<file path="config.mk">
export PLATFORM = sky130hd
export DESIGN_NAME = stack_cmd_sequencer
export DESIGN_NICKNAME = d
export VERILOG_FILES = /design/src/rtl/stack_seq_pkg.sv /design/src/rtl/stack_depth_counter.sv /design/src/rtl/stack_cmd_sequencer.sv
export SDC_FILE = /design/constraint.sdc
export NUM_CORES = 1
export LEC_CHECK = 0
export ABC_AREA = 0
export ABC_CLOCK_PERIOD_IN_PS = 3590
export CORE_UTILIZATION = 37
export DETAILED_ROUTE_END_ITERATION = 8
export HOLD_SLACK_MARGIN = 0.08
export PLACE_DENSITY_LB_ADDON = 0.08
export SLEW_MARGIN = 20
export SYNTH_ARGS = -nofsm -noshare
export SYNTH_HDL_FRONTEND = slang
export SYNTH_SLANG_ARGS = --single-unit
</file>
<file path="constraint.sdc">
create_clock -name clk -period 3.59 [get_ports clk]
set_input_delay 1.077 -clock clk [delete_from_list [all_inputs] [get_ports clk]]
set_output_delay 1.077 -clock clk [all_outputs]
set_load 0.02 [all_outputs]
</file>
<file path="src/rtl/stack_seq_pkg.sv">
// +----------------------------------------------------------------------+
// | stack_seq_pkg : opcodes, stack actions, error codes, sequencer states |
// | Revision 1.0                                                          |
// +----------------------------------------------------------------------+
`default_nettype none

package stack_seq_pkg;

  localparam logic [3:0] OP_NOP  = 4'b0000;
  localparam logic [3:0] OP_PUSH = 4'b0001;
  localparam logic [3:0] OP_POP  = 4'b0010;
  localparam logic [3:0] OP_ALU  = 4'b0011;
  localparam logic [3:0] OP_PEEK = 4'b0100;

  localparam logic [3:0] SA_NONE = 4'b0000;
  localparam logic [3:0] SA_PUSH = 4'b1000;
  localparam logic [3:0] SA_POP  = 4'b0001;

  localparam logic [2:0] ALU_ADD = 3'b000;
  localparam logic [2:0] ALU_SUB = 3'b001;
  localparam logic [2:0] ALU_AND = 3'b010;
  localparam logic [2:0] ALU_OR  = 3'b011;
  localparam logic [2:0] ALU_XOR = 3'b100;

  localparam logic [1:0] ERR_NONE    = 2'b00;
  localparam logic [1:0] ERR_UNDER   = 2'b01;
  localparam logic [1:0] ERR_OVER    = 2'b10;
  localparam logic [1:0] ERR_ILLEGAL = 2'b11;

  typedef enum logic [2:0] {
    ST_IDLE       = 3'd0,
    ST_PUSH_ISSUE = 3'd1,
    ST_POP_ISSUE  = 3'd2,
    ST_ALU_EVAL   = 3'd3,
    ST_ALU_POP1   = 3'd4,
    ST_ALU_POP2   = 3'd5,
    ST_ALU_PUSH   = 3'd6,
    ST_PEEK_OUT   = 3'd7
  } state_e;

endpackage

`default_nettype wire

</file>
<file path="src/rtl/stack_depth_counter.sv">
// +----------------------------------------------------------------------+
// | stack_depth_counter : saturating entry count with full/empty flags    |
// | Revision 1.0                                                          |
// +----------------------------------------------------------------------+
`default_nettype none

module stack_depth_counter #(
  parameter int DEPTH = 8
) (
  input  logic                       clk,
  input  logic                       rst_n,
  input  logic                       inc_i,
  input  logic                       dec_i,
  output logic [$clog2(DEPTH+1)-1:0] depth_o,
  output logic                       full_o,
  output logic                       empty_o,
  output logic                       has_two_o
);

  localparam int DW = $clog2(DEPTH + 1);
  localparam logic [DW-1:0] c_full = DW'(DEPTH);
  localparam logic [DW-1:0] c_one  = DW'(1);

  logic [DW-1:0] depth_q, depth_d;

  always_comb begin
    depth_d = depth_q;
    if (inc_i && !dec_i && (depth_q != c_full)) begin
      depth_d = depth_q + c_one;
    end else if (dec_i && !inc_i && (depth_q != '0)) begin
      depth_d = depth_q - c_one;
    end
  end

  always_ff @(posedge clk or negedge rst_n) begin
    if (!rst_n) begin
      depth_q <= '0;
    end else begin
      depth_q <= depth_d;
    end
  end

  assign depth_o   = depth_q;
  assign full_o    = (depth_q == c_full);
  assign empty_o   = (depth_q == '0);
  assign has_two_o = (depth_q > c_one);

endmodule

`default_nettype wire

</file>
<file path="src/rtl/stack_cmd_sequencer.sv">
// +----------------------------------------------------------------------+
// | stack_cmd_sequencer : turns stack instructions into stack/ALU strobes |
// | Revision 1.0                                                          |
// +----------------------------------------------------------------------+
`default_nettype none

module stack_cmd_sequencer
  import stack_seq_pkg::*;
#(
  parameter int DEPTH = 8,
  parameter int WIDTH = 16
) (
  input  logic                       clk,
  input  logic                       rst,
  input  logic                       instr_valid,
  output logic                       instr_ready,
  input  logic [3:0]                 instr_op,
  input  logic [WIDTH-1:0]           instr_imm,
  output logic [WIDTH-1:0]           in_val,
  output logic [3:0]                 stackAction,
  output logic [2:0]                 aluCode,
  input  logic [WIDTH-1:0]           top,
  input  logic [WIDTH-1:0]           next,
  input  logic [WIDTH-1:0]           aluResult,
  output logic                       res_valid,
  input  logic                       res_ready,
  output logic [WIDTH-1:0]           res_data,
  output logic [$clog2(DEPTH+1)-1:0] depth,
  output logic                       err,
  output logic [1:0]                 err_code,
  input  logic                       err_clr
);

  state_e           state_q, state_d;
  logic [WIDTH-1:0] in_val_q, alu_res_q, res_data_q;
  logic [2:0]       alu_code_q;
  logic             res_valid_q, err_q;
  logic [1:0]       err_code_q;

  logic             w_accept, w_err_new;
  logic [1:0]       w_err_code;
  logic             w_full, w_empty, w_has_two;
  logic             unused_next;

  assign unused_next = ^next;
  assign w_accept    = instr_valid && instr_ready;

  stack_depth_counter #(
    .DEPTH(DEPTH)
  ) u_depth (
    .clk      (clk),
    .rst_n    (rst),
    .inc_i    (stackAction == SA_PUSH),
    .dec_i    (stackAction == SA_POP),
    .depth_o  (depth),
    .full_o   (w_full),
    .empty_o  (w_empty),
    .has_two_o(w_has_two)
  );

  always_ff @(posedge clk or negedge rst) begin
    if (!rst) begin
      state_q <= ST_IDLE;
    end else begin
      state_q <= state_d;
    end
  end

  // Erroring instructions are consumed in IDLE and never leave it.
  always_comb begin
    state_d    = state_q;
    w_err_new  = 1'b0;
    w_err_code = ERR_NONE;
    case (state_q)
      ST_IDLE: begin
        if (w_accept) begin
          case (instr_op)
            OP_NOP: ;
            OP_PUSH: begin
              if (w_full) begin
                w_err_new  = 1'b1;
                w_err_code = ERR_OVER;
              end else begin
                state_d = ST_PUSH_ISSUE;
              end
            end
            OP_POP: begin
              if (w_empty) begin
                w_err_new  = 1'b1;
                w_err_code = ERR_UNDER;
              end else begin
                state_d = ST_POP_ISSUE;
              end
            end
            OP_ALU: begin
              if (!w_has_two) begin
                w_err_new  = 1'b1;
                w_err_code = ERR_UNDER;
              end else begin
                state_d = ST_ALU_EVAL;
              end
            end
            OP_PEEK: begin
              if (w_empty) begin
                w_err_new  = 1'b1;
                w_err_code = ERR_UNDER;
              end else begin
                state_d = ST_PEEK_OUT;
              end
            end
            default: begin
              w_err_new  = 1'b1;
              w_err_code = ERR_ILLEGAL;
            end
          endcase
        end
      end
      ST_PUSH_ISSUE: state_d = ST_IDLE;
      ST_POP_ISSUE:  state_d = ST_IDLE;
      ST_ALU_EVAL:   state_d = ST_ALU_POP1;
      ST_ALU_POP1:   state_d = ST_ALU_POP2;
      ST_ALU_POP2:   state_d = ST_ALU_PUSH;
      ST_ALU_PUSH:   state_d = ST_IDLE;
      ST_PEEK_OUT:   if (res_ready) state_d = ST_IDLE;
      default:       state_d = ST_IDLE;
    endcase
  end

  always_comb begin
    instr_ready = rst && (state_q == ST_IDLE);
    case (state_q)
      ST_PUSH_ISSUE, ST_ALU_PUSH:             stackAction = SA_PUSH;
      ST_POP_ISSUE, ST_ALU_POP1, ST_ALU_POP2: stackAction = SA_POP;
      default:                                stackAction = SA_NONE;
    endcase
  end

  always_ff @(posedge clk or negedge rst) begin
    if (!rst) begin
      in_val_q    <= '0;
      alu_res_q   <= '0;
      res_data_q  <= '0;
      alu_code_q  <= '0;
      res_valid_q <= 1'b0;
      err_q       <= 1'b0;
      err_code_q  <= ERR_NONE;
    end else begin
      if ((state_q == ST_IDLE) && (state_d == ST_PUSH_ISSUE)) in_val_q <= instr_imm;
      if ((state_q == ST_IDLE) && (state_d == ST_ALU_EVAL))   alu_code_q <= instr_imm[2:0];
      if ((state_q == ST_IDLE) && (state_d == ST_PEEK_OUT)) begin
        res_data_q  <= top;
        res_valid_q <= 1'b1;
      end
      // The result is captured before the pops disturb top/next.
      if (state_q == ST_ALU_EVAL) alu_res_q <= aluResult;
      if (state_q == ST_ALU_POP2) in_val_q <= alu_res_q;
      if ((state_q == ST_PEEK_OUT) && res_ready) res_valid_q <= 1'b0;

      if (w_err_new) begin
        err_q <= 1'b1;
        if (!err_q || err_clr) err_code_q <= w_err_code;
      end else if (err_clr) begin
        err_q      <= 1'b0;
        err_code_q <= ERR_NONE;
      end
    end
  end

  assign in_val    = in_val_q;
  assign aluCode   = alu_code_q;
  assign res_valid = res_valid_q;
  assign res_data  = res_data_q;
  assign err       = err_q;
  assign err_code  = err_code_q;

endmodule

`default_nettype wire

</file>
* Word-level counts from Yosys, hierarchy flattened
Index checks and enable logic that the tools add are counted.
** Storage, ports and cells
- Bits in writable memories :: 0
- Bits in registers :: 62
- Bits in read-only memories :: 0
- Input bits :: 73
- Memories :: 0
- Latch bits :: 0
** Operators by class
- Div/mod/pow operators :: 0
- Add/subtract/negate cells :: 2
- Reductions and logical operators :: 27
- Shift-type cells :: 0
- $lt $le $gt $ge :: 1
- Equal/unequal tests :: 19
- $mul :: 0
- Muxes and demuxes :: 32
- Bitwise logic cells :: 0
** Operators by type and width (number)
- 16-bit two-way mux :: 2
- 3-bit two-way mux :: 6
- 3-bit case mux with 6 select lines :: 1
- 3-bit == test (second input constant) :: 5
- 2-bit two-way mux :: 6
- 3-bit case mux with 4 select lines :: 1
- 1-bit two-way mux :: 11
- 1-bit logical AND :: 10
- 3-bit by 2-bit == test with 1-bit output (second input constant) :: 3
- 4-bit by 1-bit == test with 1-bit output (second input constant) :: 2
- 4-bit by 2-bit == test with 1-bit output (second input constant) :: 2
- 4-bit == test (second input constant) :: 2
- 4-bit zero test :: 2
- 4-bit two-way mux :: 2
- 2-bit case mux with 4 select lines :: 1
- 4-bit case mux with 2 select lines :: 1
- 2-bit nonzero test :: 4
- 3-bit by 1-bit == test with 1-bit output (second input constant) :: 2
- 3-bit OR reduction :: 2
- 4-bit by 1-bit adder with 4-bit output (second input constant) :: 1
- 4-bit by 3-bit == test with 1-bit output (second input constant) :: 1
- 4-bit by 1-bit greater-than comparator with 1-bit output (second input constant) :: 1
- 4-bit != test (second input constant) :: 1
- 1-bit case mux with 4 select lines :: 1
- other kinds (8) :: 11

* Longest topological paths before layout
Gate-level depths: netlist (run 1).
- Depth in word-level cells :: 9
- Mapped depth :: 10

* Modules after synthesis
From an unflattened synthesis (run 1), not the netlist that was laid out.
** Unflattened totals
- Cells, all modules :: 262
- Area total of the unflattened synthesis :: 3039.2 um^2
** By module, submodules not included
- stack_cmd_sequencer :: area an instance 2717.6 um^2, cells an instance 230, times used 1, seq. area each 1451.4 um^2
- stack_depth_counter :: area an instance 321.6 um^2, cells an instance 32, times used 1, seq. area each 100.1 um^2

* Least setup slack after synthesis (run 1)
OpenSTA, ideal clock, no wires.
- Kind :: input to output
- Start point :: input rst
- End point :: output instr_ready
- Cell stages on the path :: 2
- Path slack :: 0.827 ns
- Arrival :: 1.686 ns
- Required time :: 2.513 ns
- Path through :: or4b_4 inv_2
** On the way
- Word-level cells in the longest chain between the ends :: 1
** Ends and longest elaborated chain
- from (decl) :: line stack_cmd_sequencer.sv:14 : input logic rst,
- 1-bit logical AND :: line stack_cmd_sequencer.sv:130 : instr_ready = rst && (state_q == ST_IDLE);
- to (decl) :: line stack_cmd_sequencer.sv:16 : output logic instr_ready,
Every way passes these cells.

* Worst setup path in the final report (run 1)
Same ends and word-level chain as after synthesis.

==> results of run 1 <==
cell usage after synthesis (4+ instances only):
cell type | instances | area share [%]
sky130_fd_sc_hd__clkbuf_1 | 6 | 0.70
sky130_fd_sc_hd__o2111ai_1 | 16 | 4.4
sky130_fd_sc_hd__dfrtp_1 | 62 | 48
sky130_fd_sc_hd__mux2_2 | 32 | 11
sky130_fd_sc_hd__nand2_1 | 14 | 1.6
sky130_fd_sc_hd__mux2i_1 | 17 | 5.3
sky130_fd_sc_hd__ha_1 | 4 | 1.6
sky130_fd_sc_hd__buf_2 | 7 | 1.1
sky130_fd_sc_hd__o21ai_0 | 21 | 3.3
sky130_fd_sc_hd__nor2_1 | 7 | 0.82
sky130_fd_sc_hd__a21oi_1 | 5 | 0.78
sky130_fd_sc_hd__inv_1 | 8 | 0.94
sky130_fd_sc_hd__and2_1 | 16 | 3.1
area by class of cell:
class / count / area share [%]
flip-flops and latches: 62 / 34.48
multi-input cells: 186 / 33.31
repair buffers: 108 / 23.58
clock buffers: 12 / 3.448
well taps: 105 / 2.920
clock inverters: 3 / 1.502
inverters: 9 / 0.7508
logic make-up after synthesis:
family	Yosys count
multiplexers	52
other	1
AND/OR/NAND/NOR	58
AO/OA/AOI/OAI	66
adder cells (fa/ha/maj)	4
XOR/XNOR	4
buffers and inverters	30
flip-flops	62
stage by stage:
step                      power [W]  hold slack, ps
final                      0.003336           503.5
after CTS                  0.003369           507.3
after global placement     0.002627           474.2
after global routing       0.003543           522.8
after detailed placement   0.002655           491.8
after floorplan            0.002032           478.7
worst paths after layout:
check	from	end	slack, ps	cells past startpoint
max in group asynchronous	rst	err_code[0]	2100	2
setup / recovery	rst	instr_ready	120	4
hold / removal	res_data[7]	res_data[7]	500	1
hold reg to reg	res_data[7]	res_data[7]	500	1
min in group asynchronous	rst	alu_res_q[0]	950	2
setup reg to reg	u_depth.depth_o[0]	in_val[12]	930	7
worst max-delay path, stage by stage:
cell and delay [ps]:
sky130_fd_sc_hd__buf_2 110, sky130_fd_sc_hd__or4b_4 510, sky130_fd_sc_hd__inv_2 90, sky130_fd_sc_hd__clkdlybuf4s50_1 600
power by group through the flow:
stage	clock network, W	registers [W]	logic (W)
global placement	0	0.00120	0.00142
CTS	0.000717	0.00120	0.00145
finish	0.000699	0.00120	0.00143
floorplan	0	0.00137	0.000658
detailed placement	0	0.00121	0.00145
global route	0.000743	0.00124	0.00156
layer usage:
| layer | GRT usage (%) | vias to the layer above |
|---|---|---|
| li1 | - | 1200 |
| met1 | 23.03 | 1233 |
| met2 | 28.18 | 80 |
| met3 | 4.705 | 12 |
| met4 | 8.207 | 0 |
| met5 | 0 | - |
state kept, by name (all words and copies together), names as in the netlist:
register,cells
err_code,2
aluCode,3
state_q,3
u_depth.depth_o,4
res_data,16
res_valid,1
in_val,16
err,1
alu_res_q,16
==> impl.org, run 1 <==
** Finish
- Final standard cell utilization of the core :: 54.21%
- The repair_antennas step left the layout with diodes totalling 0.
- At the end of the flow, the number of nets in the layout was 453.
- Summing all multi-input logic gate instances after layout gives 1499 um2.
- Leaving out fill and tap cells, the most frequent cells in the layout are sky130_fd_sc_hd__clkdlybuf4s50_1, sky130_fd_sc_hd__dfrtp_1, sky130_fd_sc_hd__mux2_2, sky130_fd_sc_hd__o21ai_0, sky130_fd_sc_hd__mux2i_1.
- Signed area change from the synthesized netlist to the final layout :: 40.47%
- The library cell used most frequently in the layout, excluding fill and tap cells, is sky130_fd_sc_hd__clkdlybuf4s50_1.
- The sequential cells in the finished layout cover a total of 1551 um2.
- The filler cells instantiated in the layout total 757.
- Final instance area :: 4499 um2
- Once layout is complete, the cells apart from fillers number 485.
- Of the cells placed in the final design, the portion with a size suffix greater than 1 is 17.89%.

** Clocking
- Clock root buffer master :: sky130_fd_sc_hd__clkbuf_8
- The clock drives 62 sinks.
- Number of buffers on the longest clock path :: 2
- The H-tree was split into 3 levels.
- For this design, the CTS-stage hold fixing added 0 buffers.
- Total CTS buffers :: 9
- TritonCTS built the clock tree.
- Clock Latency Late Sink :: 340 ps
- Gates resized during post-CTS repair numbered 0.
- In this run the post-CTS setup repair buffer count came out at 0.
- After clock tree synthesis, the clock-pin slew on the worst setup and hold paths is 60 ps.

** Timing
- Across all setup checks in the final design, the least slack found is 118.1 ps.
- Derived from the worst setup path, the maximum achievable clock frequency is 0.2880 GHz.
- On the final layout, the worst clock skew is 7.298 ps.
- Setup total negative slack on the finished layout was measured at 0 ps.
- Transition time at the pin with the least slew margin :: 894.5 ps
- Unrepaired setup endpoints after global routing :: false
- Clock period minus final worst setup slack :: 3472 ps
- Max Transition Viols Final :: 0
- Max-Slew Margin vs Limit :: 40.26%
- The total count of hold-check failures in the final report came to 0.
- Setup violations remaining at the end of the flow were counted as 0.
- The worst path uses 96.71% of the clock period.

** Pwr
- Combinational cells account for 43.0% of the total power.
- The analysis attributes to cell leakage a power of 1.971 nW.
- In this run switching power makes up 35.68% of total power.
- Switching component of the power :: 0.001190 W
- Design internal power :: 0.002146 W
- Peak supply drop :: 0.3884 mV
- Part of the total power dissipated in the clock network :: 21.0%
- Registers are responsible for 36.0% of the overall power.
- Power per Cell Area :: 741.4 nW/um2

** Synth
- After technology mapping, the gate count stands at 277.
- Of the total synthesized cell area, the portion taken by full adders, half adders and majority gates is 1.563%.
- For this run, asynchronously set or reset flops after synthesis account for 100.0%.
- Per-instance average area after synthesis :: 11.56 um2
- Of the post-synthesis cell area, the part taken by muxes is 17.62%.
- Synthesized cell area :: 3203 um2
- Seq/Total Area, Yosys :: 48.44%
- After Yosys synthesis, XOR and XNOR cells account for 1.094% of the synthesized area.
- Number of flops mapped to enable cells by yosys :: 0
- After Yosys synthesis, and, or, nand and nor cells account for 11.13% of the synthesized area.
- Counting flops and latches in the post-synthesis netlist gives 62.
- Synth Flop Type :: sky130_fd_sc_hd__dfrtp_1
- By area, the combinational part of the netlist is dominated by multiplexers.
- The synthesized netlist devotes 15.16% of its cell area to compound gates.
- For this run, the number of Yosys warnings is 0.
- The netlist uses 56 different library cells.

** Worst setup path
- Maximum fanout count along the critical path :: 3
- Arrival time of data at the critical path endpoint :: 2390 ps
- Critical path class :: input port to output port
- STA classifies the critical path endpoint as an output port.
- For the worst setup path, the data required time is 2510 ps.
- Critical path startpoint category :: input port

** Floorplanning
- The initial utilization of the core area, before any placement, comes to 38.59%.
- During I/O placement, the number of pins put on the boundary was 121.
- The die is 95.04 um tall.
- Die Width :: 95.04 um
- The floorplan step defined a core boundary enclosing 8299 um2.
- The die covers 9033 um2.
- Total number of placement rows :: 33

** Run
- Number of maximum-capacitance constraint violations :: 0

** Routing
- Detailed routing inserted a total of 2525 vias.
- Total Routed Length :: 7649 um
- In this run, the number of DRC markers left after iteration 0 of detailed routing was 71.
- After detailed routing, the wire length on met1 is 3518 um.
- Detailed-routed wire length on met2 :: 3521 um
- Number of nets with antenna violations after detailed routing :: 0
- Highest routing layer actually used :: met4
- After detailed routing, the number of vias per cell comes to 5.206.
- Pre-Repair DR Iteration Count :: 4
- DR DRC count :: 0
- Wire segments on met3 add up to 464 um in the final route.
- After detailed routing, the average wire length per cell comes to 15.77 um.

** Outcome
- Result of the run :: finished, final reports clean

** Placement
- DP HPWL :: 5193 um
- Post-Place Cells :: 470
- During placement, the flow inserted port buffers numbering 102.
- Total cell area at the placement stage :: 4277 um2
- RePlAce Congestion :: 0.7754
- Post-placement setup slack :: 108.7 ps

** Global route
- The first global-routing pass estimated 12050 um of wire.
- Overall fraction of global-route tracks in use :: 17.91%
- The number of antenna violations at the first check in global routing was 0.
- Grt ovf :: 0
- Entering global routing, the biggest net connects 63 pins.
- Via count of the first global-routing pass :: 2438

** Hold path
- Worst hold-check path type :: register to register
Power figures use the tool's default switching activity.
==> run 2, diff against run 1 <==
--- a/config.mk
+++ b/config.mk
@@ -7,10 +7,12 @@
 export LEC_CHECK = 0
 export ABC_AREA = 0
 export ABC_CLOCK_PERIOD_IN_PS = 3590
+export CAP_MARGIN = 10
 export CORE_UTILIZATION = 37
 export DETAILED_ROUTE_END_ITERATION = 8
 export HOLD_SLACK_MARGIN = 0.08
 export PLACE_DENSITY_LB_ADDON = 0.08
+export RECOVER_POWER = 25
 export SLEW_MARGIN = 20
 export SYNTH_ARGS = -nofsm -noshare
 export SYNTH_HDL_FRONTEND = slang
==> run 2 against run 1 <==
  * The run now ends with capacitance limit, slew limit left
  * Fmax barely moved
  * Final cell count did not move
  * First-iteration DRC count did not move
  * Core utilization barely moved
  * Power barely moved
  * Worst hold slack barely moved
  * Via count did not move
  * Clock skew barely moved
  * Wire length barely moved
  * Non-clock buffer count did not move
  * Largest cell class unchanged
  * Largest power group unchanged
==> impl.org, run 2 (same netlist as run 1, synthesis figures left out) <==
** Clocking
- Clock slew at the register clock pins of the worst setup and hold paths :: 60 ps (about the same)
- TritonCTS clock tree :: built (unchanged)
- Clock root buffer master :: sky130_fd_sc_hd__clkbuf_8 (unchanged)
- Post-CTS setup-driven buffer insertion count :: 0 (unchanged)
- The number of buffers added by the clock tree synthesis step came to 9 (unchanged).
- The H-tree depth was 3 (unchanged).
- The hold buffer count at cts came to 0 (unchanged).
- Number of buffers on the longest clock path :: 2 (unchanged)
- The source-to-sink clock delay at the later pin of the worst-skew pair is 340 ps (about the same).
- The count of cells resized by post-cts repair came to 0 (unchanged).
- Count of clock tree sinks :: 62 (unchanged)

** Routing
- The remaining antenna violation count after routing is 0 (unchanged).
- The via total after detailed routing came to 2525 (unchanged).
- Post-DR wirelength/cell :: 15.77 um (about the same)
- The total wirelength of the detailed-routed design was 7650 um (was 7649 um).
- Pre-Repair DR Iteration Count :: 4 (unchanged)
- The initial detailed-routing violation count came to 71 (unchanged).
- DR DRC count :: 0 (unchanged)
- Vias per std cell :: 5.206 (unchanged)

** Floorplanning
- The vertical extent of the die came to 95.04 um (unchanged).
- Core Area :: 8299 um2 (unchanged)
- Die ar. :: 9033 um2 (unchanged)
- The chip width is 95.04 um (unchanged).
- Starting density of the core :: 38.59% (unchanged)
- The total number of placement rows is 33 (unchanged).
- Io pins :: 121 (unchanged)

** Finish
- The core occupancy in the finished layout was 54.18% (was 54.21%).
- The final cell area excluding filler cells is 4497 um2 (was 4499 um2).
- The leading cell type in the layout, fill and taps excluded was sky130_fd_sc_hd__clkdlybuf4s50_1 (unchanged).
- Share of final-layout standard cells stronger than drive strength 1 :: 17.89% (unchanged)
- N_diodes :: 0 (unchanged)
- The number of nets at the end of the flow was 453 (unchanged).
- Top library cells by usage in the layout, fill and taps aside: sky130_fd_sc_hd__clkdlybuf4s50_1, sky130_fd_sc_hd__dfrtp_1, sky130_fd_sc_hd__mux2_2, sky130_fd_sc_hd__o21ai_0, sky130_fd_sc_hd__mux2i_1 (unchanged).
- Signed area change from the synthesized netlist to the final layout :: 40.39% (was 40.47%)

** Timing
- The final setup skew is 7.296 ps (was 7.298 ps).
- Hold Violations, Final :: 0 (unchanged)
- The clock period minus worst slack was 3470 ps (was 3472 ps).
- Upper clock frequency limit :: 0.2882 GHz (was 0.2880 GHz)
- The final sum of negative setup slack was 0 ps (unchanged).
- Portion of the clock cycle consumed by the worst path in the final layout :: 96.65% (was 96.71%)
- Final-report setup violation count :: 0 (unchanged)
- Max-Slew Margin vs Limit :: -3.725% (was 40.26%)
- Max Transition Viols Final :: 63 (was 0)
- Unrepaired setup endpoints after global routing :: false (unchanged)
- The slew at the pin closest to its max-slew limit is 1556 ps (was 894.5 ps).

** Global route
- The most crowded layer after global routing was met2 (unchanged).
- Number of antenna violations at the first check in global routing :: 0 (unchanged)
- The overall track demand over capacity in global routing is 17.91% (unchanged).
- The met2 usage is 28.18% (unchanged).
- The met1 track demand over resource in global routing came to 23.03% (unchanged).
- The largest net degree at the start of global routing is 63 (unchanged).
- GRT met3 Usage :: 4.705% (unchanged)
- Via count of the first global-routing pass :: 2438 (unchanged)
- The wire length of the first global-routing pass came to 12050 um (unchanged).
- Grt ovf :: 0 (unchanged)

** Hold path
- The path class of the lowest-slack min-delay path is register to register (unchanged).
- The launch instance of the worst min-delay path is res_data[7] (unchanged).

** Worst setup path
- Worst flop-to-flop path endpoint :: in_val[12] (unchanged)
- The start-to-end type of the worst setup path was input port to output port (unchanged).
- The count of cell instances traversed by the critical path came to 4 (unchanged).
- The largest stage delay on the critical path is 600 ps (about the same).
- Required time of the critical path :: 2510 ps (about the same)
- The worst-case reg-to-reg path depth was 7 (unchanged).
- Critical path startpoint category :: input port (unchanged)
- Ordered list of cells on the worst path :: buf_2 -> or4b_4 -> inv_2 -> clkdlybuf4s50_1 (unchanged)
- CP Launch Point :: rst (unchanged)
- The critical path arrival came to 2390 ps (about the same).
- The launch instance of the worst register-to-register path was u_depth.depth_o[0] (unchanged).
- The slowest library cell on the worst path is sky130_fd_sc_hd__clkdlybuf4s50_1 (unchanged).
- Maximum fanout count along the critical path :: 3 (unchanged)
- The worst setup slack for register-to-register paths came to 930 ps (about the same).
- Endpoint class of the critical path :: output port (unchanged)
- The combined buffer and inverter count along the critical path came to 3 (unchanged).
- Worst setup path endpoint :: instr_ready (unchanged)
- The cell class contributing the biggest share of worst-path delay was buffers and inverters (unchanged).

** Pwr
- Power per Cell Area :: 741.7 nW/um2 (was 741.4 nW/um2)
- The total leakage power was 1.970 nW (was 1.971 nW).
- Part of the total power dissipated in the clock network :: 21.0% (about the same)
- Pwr Total :: 0.003335 W (was 0.003336 W)
- The part of the power in registers came to 36.0% (about the same).
- Net switching fraction of the power :: 35.68% (about the same)
- Peak supply drop :: 0.3884 mV (about the same)
- Switching component of the power :: 0.001190 W (about the same)
- Share of total power in combinational logic :: 43.0% (about the same)
- Design internal power :: 0.002145 W (was 0.002146 W)

** Placement
- RePlAce Congestion :: 0.7754 (unchanged)
- Number of port buffers :: 102 (unchanged)
- The detailed placer's ending HPWL is 5193 um (unchanged).
- The total placed instance area is 4277 um2 (unchanged).

** Outcome
- The final reports fail on capacitance limit, slew limit.
- Result of the run :: complete, but fails checks (was finished, final reports clean)

** Run
- The max-capacitance violation count came to 1 (was 0).
[run 2: cell count changes in the layout (fill, tap and decap cells not counted)]
cell / previous run / this run
sky130_fd_sc_hd__buf_4: 6 / 5
sky130_fd_sc_hd__clkbuf_2: 0 / 1
[run 2: area by class of cell]
class | count | area (um2)
Fill cell | 758 | 3802
Multi-Input combinational cell | 186 | 1499
Timing Repair Buffer | 108 | 1059
Clock buffer | 12 | 155.1
Sequential cell | 62 | 1551
Tap cell | 105 | 131.4
Inverter | 9 | 33.78
Clock inverter | 3 | 67.56
[run 2: worst min-delay path by stage]
stage               endpoint  slack (ps)  cells after the start
6_report         res_data[7]         500                      1
3_5_place_dp     res_data[7]         490                      1
4_1_cts          res_data[7]         510                      1
3_3_place_gp     res_data[8]         470                      1
2_1_floorplan  alu_res_q[10]         480                      1
5_1_grt        alu_res_q[12]         520                      1
[run 2: metrics by stage]
step                hold WS, ps  instances  setup WS (ps)
floorplan                 478.7        278          827.0
global placement          474.2        470          99.15
detailed placement        491.8        470          108.7
CTS                       507.3        485          102.7
global route              522.8        485          79.93
finish                    503.5        485          120.4
[run 2: layer usage]
metal | wire length [um] | up-vias
li1 | - | 1200
met1 | 3519 | 1233
met2 | 3521 | 80
met3 | 465 | 12
met4 | 144 | 0
met5 | 0 | -
[run 2: power groups by stage]
stage          sequential [W]  combinational, W  clock [W]
2_1_floorplan         0.00137          0.000658          0
3_3_place_gp          0.00120           0.00142          0
3_5_place_dp          0.00121           0.00145          0
4_1_cts               0.00120           0.00145   0.000717
5_1_grt               0.00124           0.00156   0.000743
6_report              0.00120           0.00143   0.000699
==> run 3, diff against run 2 <==
--- a/config.mk
+++ b/config.mk
@@ -9,6 +9,8 @@
 export ABC_CLOCK_PERIOD_IN_PS = 3590
 export CAP_MARGIN = 10
 export CORE_UTILIZATION = 37
+export CTS_BUF_LIST = sky130_fd_sc_hd__clkbuf_8
+export CTS_CLUSTER_SIZE = 40
 export DETAILED_ROUTE_END_ITERATION = 8
 export HOLD_SLACK_MARGIN = 0.08
 export PLACE_DENSITY_LB_ADDON = 0.08
==> run 3 against run 2 <==
  * Worst hold slack about the same
  * Non-clock buffer count unchanged
  * Global-route usage unchanged
  * Clock skew about the same
  * Critical path depth unchanged
  * Wire length about the same
  * Highest routed layer unchanged
  * Register-to-register slack about the same
  * First-iteration DRC count unchanged
  * Design area unchanged
  * The flow still finishes with violations (capacitance limit, slew limit)
  * Sequential power about the same
==> impl.org, run 3 (same netlist as run 1, synthesis figures left out) <==
** Outcome
- Result of the run: complete, but fails checks (unchanged).
- Violations in the final reports: capacitance limit, slew limit (unchanged).

** Routing
- The initial detailed-routing violation count came to 71 (unchanged).
- Vias per std cell :: 5.208 (was 5.206)
- Total Routed Length :: 7648 um (was 7650 um)
- The remaining antenna violation count after routing is 0 (unchanged).
- The post-detailed-route DRC marker count was 0 (unchanged).
- Via count of the routed design :: 2526 (was 2525)
- The average routed wire per standard cell came to 15.77 um (about the same).
- Pre-Repair DR Iteration Count :: 4 (unchanged)

** Finish
- Top library cells by usage in the layout, fill and taps aside: sky130_fd_sc_hd__clkdlybuf4s50_1, sky130_fd_sc_hd__dfrtp_1, sky130_fd_sc_hd__mux2_2, sky130_fd_sc_hd__o21ai_0, sky130_fd_sc_hd__mux2i_1 (unchanged).
- The share of layout cells above drive strength 1 was 17.89% (unchanged).
- Signed area change from the synthesized netlist to the final layout :: 40.39% (unchanged)
- Leading cell type in the layout, fill and taps excluded :: sky130_fd_sc_hd__clkdlybuf4s50_1 (unchanged)
- Final standard cell utilization of the core :: 54.18% (unchanged)
- The number of diodes came to 0 (unchanged).
- Total Nets Final :: 453 (unchanged)
- Final instance area :: 4497 um2 (unchanged)

** Pwr
- The relative contribution of the clock network to total power was 20.9% (was 21.0%).
- Net switching fraction of the power :: 35.71% (was 35.68%)
- LEAKAGE :: 1.974 nW (was 1.970 nW)
- Pwr Total :: 0.003333 W (was 0.003335 W)
- The combinational power share came to 43.0% (about the same).
- Power per Cell Area :: 741.1 nW/um2 (was 741.7 nW/um2)
- Design internal power :: 0.002142 W (was 0.002145 W)
- The power spent charging and discharging nets is 0.001190 W (about the same).
- The part of the power in registers came to 36.1% (was 36.0%).
- The worst-case vdd ir drop was 0.3883 mV (was 0.3884 mV).

** Global route
- The via count of the first global-routing pass came to 2438 (unchanged).
- Number of antenna violations at the first check in global routing :: 0 (unchanged)
- Overall fraction of global-route tracks in use :: 17.91% (unchanged)
- The remaining global-route overflow came to 0 (unchanged).
- Pin count of the biggest net entering global routing :: 63 (unchanged)
- The wire length of the first global-routing pass came to 12050 um (unchanged).

** Timing
- The count of final max-slew check failures was 63 (unchanged).
- Final-report setup violation count :: 0 (unchanged)
- The final setup skew was 7.294 ps (was 7.296 ps).
- The post-route clock period utilization came to 96.65% (unchanged).
- The slew at the pin closest to its max-slew limit was 1556 ps (about the same).
- The final sum of negative setup slack came to 0 ps (unchanged).
- The relative slew slack was -3.716% (was -3.725%).
- Clock period minus final worst setup slack :: 3470 ps (unchanged)
- Hold Violations, Final :: 0 (unchanged)
- Unrepaired setup endpoints after global routing :: false (unchanged)
- Upper clock frequency limit :: 0.2882 GHz (unchanged)

** Clocking
- Clock Latency Late Sink :: 340 ps (about the same)
- The hold buffer count at cts was 0 (unchanged).
- Total number of H-tree levels :: 3 (unchanged)
- The root buffer selected by CTS is sky130_fd_sc_hd__clkbuf_8 (unchanged).
- The CTS clock-pin slew for the worst setup and hold paths came to 60 ps (about the same).
- Total CTS buffers :: 9 (unchanged)
- The largest buffer count on any clock path was 2 (unchanged).
- TritonCTS clock tree :: built (unchanged)
- # resized after CTS :: 0 (unchanged)
- The CTS sink count came to 62 (unchanged).
- The setup fix buffers added after clock tree synthesis came to 0 (unchanged).

** Worst setup path
- Worst setup slack for register-to-register paths :: 930 ps (about the same)
- Critical path startpoint category :: input port (unchanged)
- The maximum fanout count along the critical path came to 3 (unchanged).
- Critical path class :: input port to output port (unchanged)
- Start of the worst register-to-register path :: u_depth.depth_o[0] (unchanged)
- The worst-case reg-to-reg path depth is 7 (unchanged).
- The critical path arrival was 2390 ps (about the same).
- The critical path endpoint category is an output port (unchanged).
- The data required time of the worst path was 2510 ps (about the same).
- The reg-to-reg critical path endpoint is in_val[12] (unchanged).

** Placement
- Number of port buffers :: 102 (unchanged)
- The total placed instance area is 4277 um2 (unchanged).
- RePlAce Congestion :: 0.7754 (unchanged)
- The detailed placer's ending HPWL came to 5193 um (unchanged).

** Run
- The max-capacitance violation count is 1 (unchanged).

** Floorplanning
- The vertical extent of the die came to 95.04 um (unchanged).
- The top-level port count is 121 (unchanged).
- Starting density of the core :: 38.59% (unchanged)
- The die area is 9033 um2 (unchanged).
- Total number of placement rows :: 33 (unchanged)
- Core Area :: 8299 um2 (unchanged)
- The chip width is 95.04 um (unchanged).

** Hold path
- Startpoint of the most critical hold path :: res_data[7] (unchanged)
- The path class of the lowest-slack min-delay path is register to register (unchanged).
- Cell count of the worst hold path :: 1 (unchanged)
- Worst Hold End :: res_data[7] (unchanged)
run 3: power groups by stage:
stage	logic [W]	clock network (W)	registers (W)
after floorplan	0.000658	0	0.00137
after global placement	0.00142	0	0.00120
after detailed placement	0.00145	0	0.00121
after CTS	0.00145	0.000715	0.00120
after global routing	0.00156	0.000741	0.00124
final	0.00143	0.000696	0.00120
run 3: layout make-up:
cell class	count	area, um2
sequential	62	1551
tap	105	131.4
inverter	9	33.78
timing repair buffer	108	1059
fill	758	3802
multi-input combinational	186	1499
clock buffer	11	151.4
clock inverter	4	71.32
run 3: worst max path at each step:
stage | startpoint | end | slack (ps) | cells past startpoint
CTS | rst | instr_ready | 100 | 4
finish | rst | instr_ready | 120 | 4
detailed placement | rst | instr_ready | 110 | 4
floorplan | rst | instr_ready | 830 | 2
global route | rst | instr_ready | 80 | 4
global placement | rst | instr_ready | 100 | 4
run 3: worst max-delay path, cell delays in order:
cell	delay, ps
sky130_fd_sc_hd__buf_2	110
sky130_fd_sc_hd__or4b_4	510
sky130_fd_sc_hd__inv_2	90
sky130_fd_sc_hd__clkdlybuf4s50_1	600
run 3: per-layer routing:
metal	track usage, %	wire, um	up-vias
met5	0	0	-
met4	8.207	140	0
met3	4.705	432	12
met2	28.18	3536	77
met1	23.03	3539	1237
li1	-	-	1200
run 3: through the flow:
stage / hold WS, ps / worst slack, ps / std cells
2_1_floorplan: 478.7 / 827.0 / 278
3_5_place_dp: 491.8 / 108.7 / 470
4_1_cts: 507.3 / 102.7 / 485
3_3_place_gp: 474.2 / 99.15 / 470
5_1_grt: 522.8 / 79.93 / 485
6_report: 503.6 / 120.4 / 485
==> RTL edit 1: new RTL, config.mk and constraints of run 3 <==
Re-encode `state_e` (8 states) as one-hot, 8 bits wide.
--- a/src/rtl/stack_seq_pkg.sv
+++ b/src/rtl/stack_seq_pkg.sv
@@ -27,15 +27,15 @@
   localparam logic [1:0] ERR_OVER    = 2'b10;
   localparam logic [1:0] ERR_ILLEGAL = 2'b11;
 
-  typedef enum logic [2:0] {
-    ST_IDLE       = 3'd0,
-    ST_PUSH_ISSUE = 3'd1,
-    ST_POP_ISSUE  = 3'd2,
-    ST_ALU_EVAL   = 3'd3,
-    ST_ALU_POP1   = 3'd4,
-    ST_ALU_POP2   = 3'd5,
-    ST_ALU_PUSH   = 3'd6,
-    ST_PEEK_OUT   = 3'd7
+  typedef enum logic [7:0] {
+    ST_IDLE       = 8'b00000001,
+    ST_PUSH_ISSUE = 8'b00000010,
+    ST_POP_ISSUE  = 8'b00000100,
+    ST_ALU_EVAL   = 8'b00001000,
+    ST_ALU_POP1   = 8'b00010000,
+    ST_ALU_POP2   = 8'b00100000,
+    ST_ALU_PUSH   = 8'b01000000,
+    ST_PEEK_OUT   = 8'b10000000
   } state_e;
 
 endpackage
Function: same outputs for any inputs over 10 cycles, from zero or initial values and one cycle with rst low; not proved beyond that.
==> RTL edit 1 against run 3 <==
- the flow still finishes with violations (capacitance limit, slew limit)
- sequential cell count grew 5
- critical path type is now reg2out
- first-iteration DRC count grew 30%
- wire length shrank 9.9%
- cell count is the same
- synthesized area shrank 1.4%
- design area shrank 0.25%
- setup slack gained 0.041 ns
- utilization grew 0.41 points
Power is not compared: it rests on default switching activity, and its combinational part moved more than twofold at a synthesized area within 25%.
==> RTL edit 1: results <==
[placement]
routabilityCongestion = 0.753
hpwl_um = 4840
dp_slack_ns = 0.286

[global_routing]
grt_max_degree = 37
grt_first_pass_wirelength_um = 11100
grt_pass1_vias = 2335
grt_usage_pct = 16.4
grt_antenna_before_repair = 0

[run]
max_cap_violations = 1

[clock_tree]
clockRootBuffer = clkbuf_8
post_cts_buffers = 0
cts_max_level = 3
clockBufferDepth = 2
clk_latency_ns = 0.34
cts_made_buffers = 9

[run_status]
status = finished with violations
violations = capacitance limit, slew limit

[synth]
yosys_warnings = 0
synthAdderAreaFrac_pct = 1.59
synth_common_cells = 66 x dfrtp_1, 26 x mux2_2, 24 x nand2_1, 24 x o21ai_0, 17 x nor2_1
synthFlopType = dfrtp_1
muxShareOfSynthArea_pct = 18.6
async_reset_ff_share_pct = 100
yosysSeqAreaShare_pct = 53.2
synth-compound-area-share_pct = 7.97
synth_area_leaders = dfrtp_1 52%, mux2_2 9.3%, mux2i_1 5.1%
synthDistinctLibCells = 51
synth-xor-area-share_pct = 1.66

[setup_path]
critPathTopFamily = simple AND/OR/NAND/NOR gates
critPathArrivalTime_ns = 2.35
slowest_delay_ns = 0.59
slowest_stage = clkdlybuf4s50_1
r2r_slack_ns = 0.85
path_max_fanout = 8

[cells_and_area]
nets = 452
num-fill-cells = 739
n_antenna_cell = 0
drive_above_1_share_pct = 18.4

[worst_hold_path]
hp-class = reg2reg

[sta]
skew_ns = 0.00827
tightest_slew_ns = 1.71
slew_violations = 33
post-route-period-util_pct = 95.5

[route]
viasPerCell = 4.95
dr.pass1.iters = 4
wl_per_cell_um = 14.2
drtIter0Drc = 92

[power]
vdd_ir_drop_max_v = 0.000245
p_int_uw = 1490
power.share.clock_pct = 30.0
power_frac_comb_pct = 26.8
[RTL edit 1: cell types whose count changed in the layout (fill, tap and decap cells not counted), moves of 6 or more]
cell / delta
mux2_4: +9
mux2_2: -6
o2111ai_1: -16
nand2_1: +10
nor2_1: +10
and2_1: -15
[RTL edit 1: per-stage QoR]
stage / hold slack, ns / cells / cell area (sq um) / utilization, %
final: 0.485 / 485 / 4490 / 54.6
after global routing: 0.510 / 485 / 4490 / 54.6
after CTS: 0.487 / 485 / 4480 / 54.6
after detailed placement: 0.472 / 469 / 4280 / 52.1
after global placement: 0.458 / 469 / 4280 / 52.1
after floorplan: 0.444 / 266 / 3160 / -
[RTL edit 1: final cells by class]
cell class / count / share of cell area, %
multi-input cells: 180 / 30.5
flip-flops and latches: 67 / 37.4
repair buffers: 112 / 24.2
well taps: 105 / 2.93
inverters: 5 / 0.418
clock buffers: 10 / 3.07
clock inverters: 6 / 1.45
[RTL edit 1: final timing paths]
kind,depth (start not counted),from,to
hold / removal,2,alu_res_q[3],in_val[3]
hold reg to reg,2,alu_res_q[3],in_val[3]
max in group asynchronous,2,rst,in_val[10]
min in group asynchronous,2,rst,err_code[1]
setup / recovery,4,state_q[5],stackAction[3]
setup reg to reg,4,state_q[5],alu_res_q[11]
[RTL edit 1: worst register-to-register path, delay by kind of cell, from the launching register on]
family | cells | cell delay, ns
flip-flops | 1 | 0.46
AND/OR/NAND/NOR | 3 | 1.70
multiplexers | 1 | 0.46
[RTL edit 1: routing by layer]
layer	routed length (um)	global-route usage [%]	vias up
li1	-	-	1167
met1	3220	21.4	1153
met2	3200	25.8	71
met3	394	4.43	8
met4	87	6.15	0
met5	0	0	-
[RTL edit 1: timing repair]
item | CTS | global route
setup endpoints to repair | 0 | 1
resized for setup | 0 | 1
endpoints found under the hold margin | 0 | 0
==> RTL edit 2: new RTL, settings of run 3 <==
Made on the original files. `DEPTH` is set to 8 in 2 places; all go to 16.
--- a/src/rtl/stack_depth_counter.sv
+++ b/src/rtl/stack_depth_counter.sv
@@ -5,7 +5,7 @@
 `default_nettype none
 
 module stack_depth_counter #(
-  parameter int DEPTH = 8
+  parameter int DEPTH = 16
 ) (
   input  logic                       clk,
   input  logic                       rst_n,
--- a/src/rtl/stack_cmd_sequencer.sv
+++ b/src/rtl/stack_cmd_sequencer.sv
@@ -7,7 +7,7 @@
 module stack_cmd_sequencer
   import stack_seq_pkg::*;
 #(
-  parameter int DEPTH = 8,
+  parameter int DEPTH = 16,
   parameter int WIDTH = 16
 ) (
   input  logic                       clk,
Interface: changed (resized depth); port bits go from 121 to 122. The function was not compared with the original's and may differ.
==> RTL edit 2 against run 3 <==
- synthesized area fell by 5.4%
- wire length decreased by 14%
- power fell by 0.16%
- design area fell by 3.1%
- worst hold slack lost 0.030 ns
- critical path depth increased by 2
- highest routed layer unchanged
- sequential cell count increased by 1
- critical path type is now in2reg
- largest power group unchanged
- largest cell class unchanged
- cell count decreased by 2.5%
- clock power shrank 5.0%
- setup slack gained 0.43 ns
==> RTL edit 2: results <==
[synth]
async_reset_ff_share_pct = 100
yosys_warnings = 0
synth_common_cells = 63 x dfrtp_1, 30 x nand2_1, 25 x mux2_2, 17 x mux2i_1, 15 x o21ai_0
synth_area_leaders = dfrtp_1 52%, mux2_2 9.3%, mux2i_1 5.6%
synthAdderAreaFrac_pct = 1.65
synthDistinctLibCells = 54
yosysSeqAreaShare_pct = 52.0
synth-compound-area-share_pct = 9.29
muxShareOfSynthArea_pct = 19.0
synth-xor-area-share_pct = 1.45

[power]
vdd_ir_drop_max_v = 0.000357
leakagePower_uw = 0.00198

[global_routing]
grt_first_pass_wirelength_um = 10900
grt_usage_pct = 16.6
grt_antenna_before_repair = 0
grt_max_degree = 39

[clock_tree]
clockBufferDepth = 2
clockRootBuffer = clkbuf_8
cts_made_buffers = 9
clk_latency_ns = 0.33
clk_pin_slew_ns = 0.07
post_cts_buffers = 0
cts_resized = 0
cts_max_level = 3

[cells_and_area]
nets = 443
num-fill-cells = 696
n_antenna_cell = 0
drive_above_1_share_pct = 16.2

[setup_path]
path_max_fanout = 9
critPathArrivalTime_ns = 3.25

[route]
dr.pass1.iters = 4
viasPerCell = 4.86
drtIter0Drc = 82
wl_per_cell_um = 13.8

[placement]
routabilityCongestion = 0.763
hpwl_um = 4680
io_buffers = 103

[sta]
skew_ns = 0.00964
max_slew_margin_pct = 21.6
fin_tns_setup_ns = 0

[run_status]
status = completed

[worst_hold_path]
hp-class = reg2reg
-- RTL edit 2: changes by cell type in the layout (fill, tap and decap cells not counted), sizes merged, moves of 3 or more --
cell / run 3 / this run
and2: 16 / 1
clkinv: 0 / 3
nand2: 14 / 31
nor3: 0 / 5
nor4: 0 / 3
o2111ai: 16 / 0
-- RTL edit 2: worst max-delay path, stage by stage --
cell,delay [ns]
clkdlybuf4s50_1,0.65
or4b_4,0.56
nor2_2,0.11
o311ai_2,0.14
a211oi_2,0.35
mux2_1,0.37
-- RTL edit 2: metrics by stage --
stage               worst slack (ns)  instances  cell area [sq um]  total power, uW  hold slack [ns]
finish                         0.547        473               4360             3330            0.474
global route                   0.454        473               4360             3580            0.503
CTS                            0.550        473               4360             3380            0.472
detailed placement             0.214        457               4150             2700            0.459
global placement               0.241        457               4150             2670            0.454
floorplan                      0.859        261               3030             2080            0.444
-- RTL edit 2: kinds of logic (layout without fill, tap and decap cells) --
logic type               after synthesis  in the layout
XOR/XNOR                               5              5
AND/OR/NAND/NOR                       66             66
AO/OA/AOI/OAI                         45             45
other                                  1              2
multiplexers                          53             53
flip-flops                            63             63
buffers and inverters                 23            133
adder cells (fa/ha/maj)                4              4
-- RTL edit 2: layer usage --
layer	vias up	track usage [%]	share of wire, %
met5	-	0	0
met4	0	5.08	0.72
met3	4	6.57	6.4
met2	62	25.2	46
met1	1108	21.6	47
li1	1127	-	-
-- RTL edit 2: final cells by class --
| type | count | area share (%) |
|---|---|---|
| multi-input combinational | 175 | 30.7 |
| sequential | 63 | 36.2 |
| timing repair buffer | 111 | 24.8 |
| clock inverter | 7 | 2.01 |
| tap | 102 | 2.93 |
| clock buffer | 9 | 2.84 |
| inverter | 6 | 0.517 |
-- RTL edit 2: power breakdown --
part           switching, uW  internal [uW]  total [uW]
Sequential               225           1010        1240
Combinational            692            740        1430
Clock                    274            387         661
-- RTL edit 2: path summary, 6_finish.rpt --
| path | from | end | slack (ns) | depth (start not counted) |
|---|---|---|---|---|
| setup / recovery | instr_op[2] | aluCode[1] | 0.55 | 6 |
| hold / removal | alu_res_q[10] | in_val[10] | 0.47 | 2 |
| setup reg to reg | u_depth.depth_o[0] | aluCode[1] | 1.11 | 7 |
| hold reg to reg | alu_res_q[10] | in_val[10] | 0.47 | 2 |
| max in group asynchronous | rst | res_data[4] | 1.55 | 3 |
| min in group asynchronous | rst | u_depth.depth_o[4] | 0.80 | 2 |
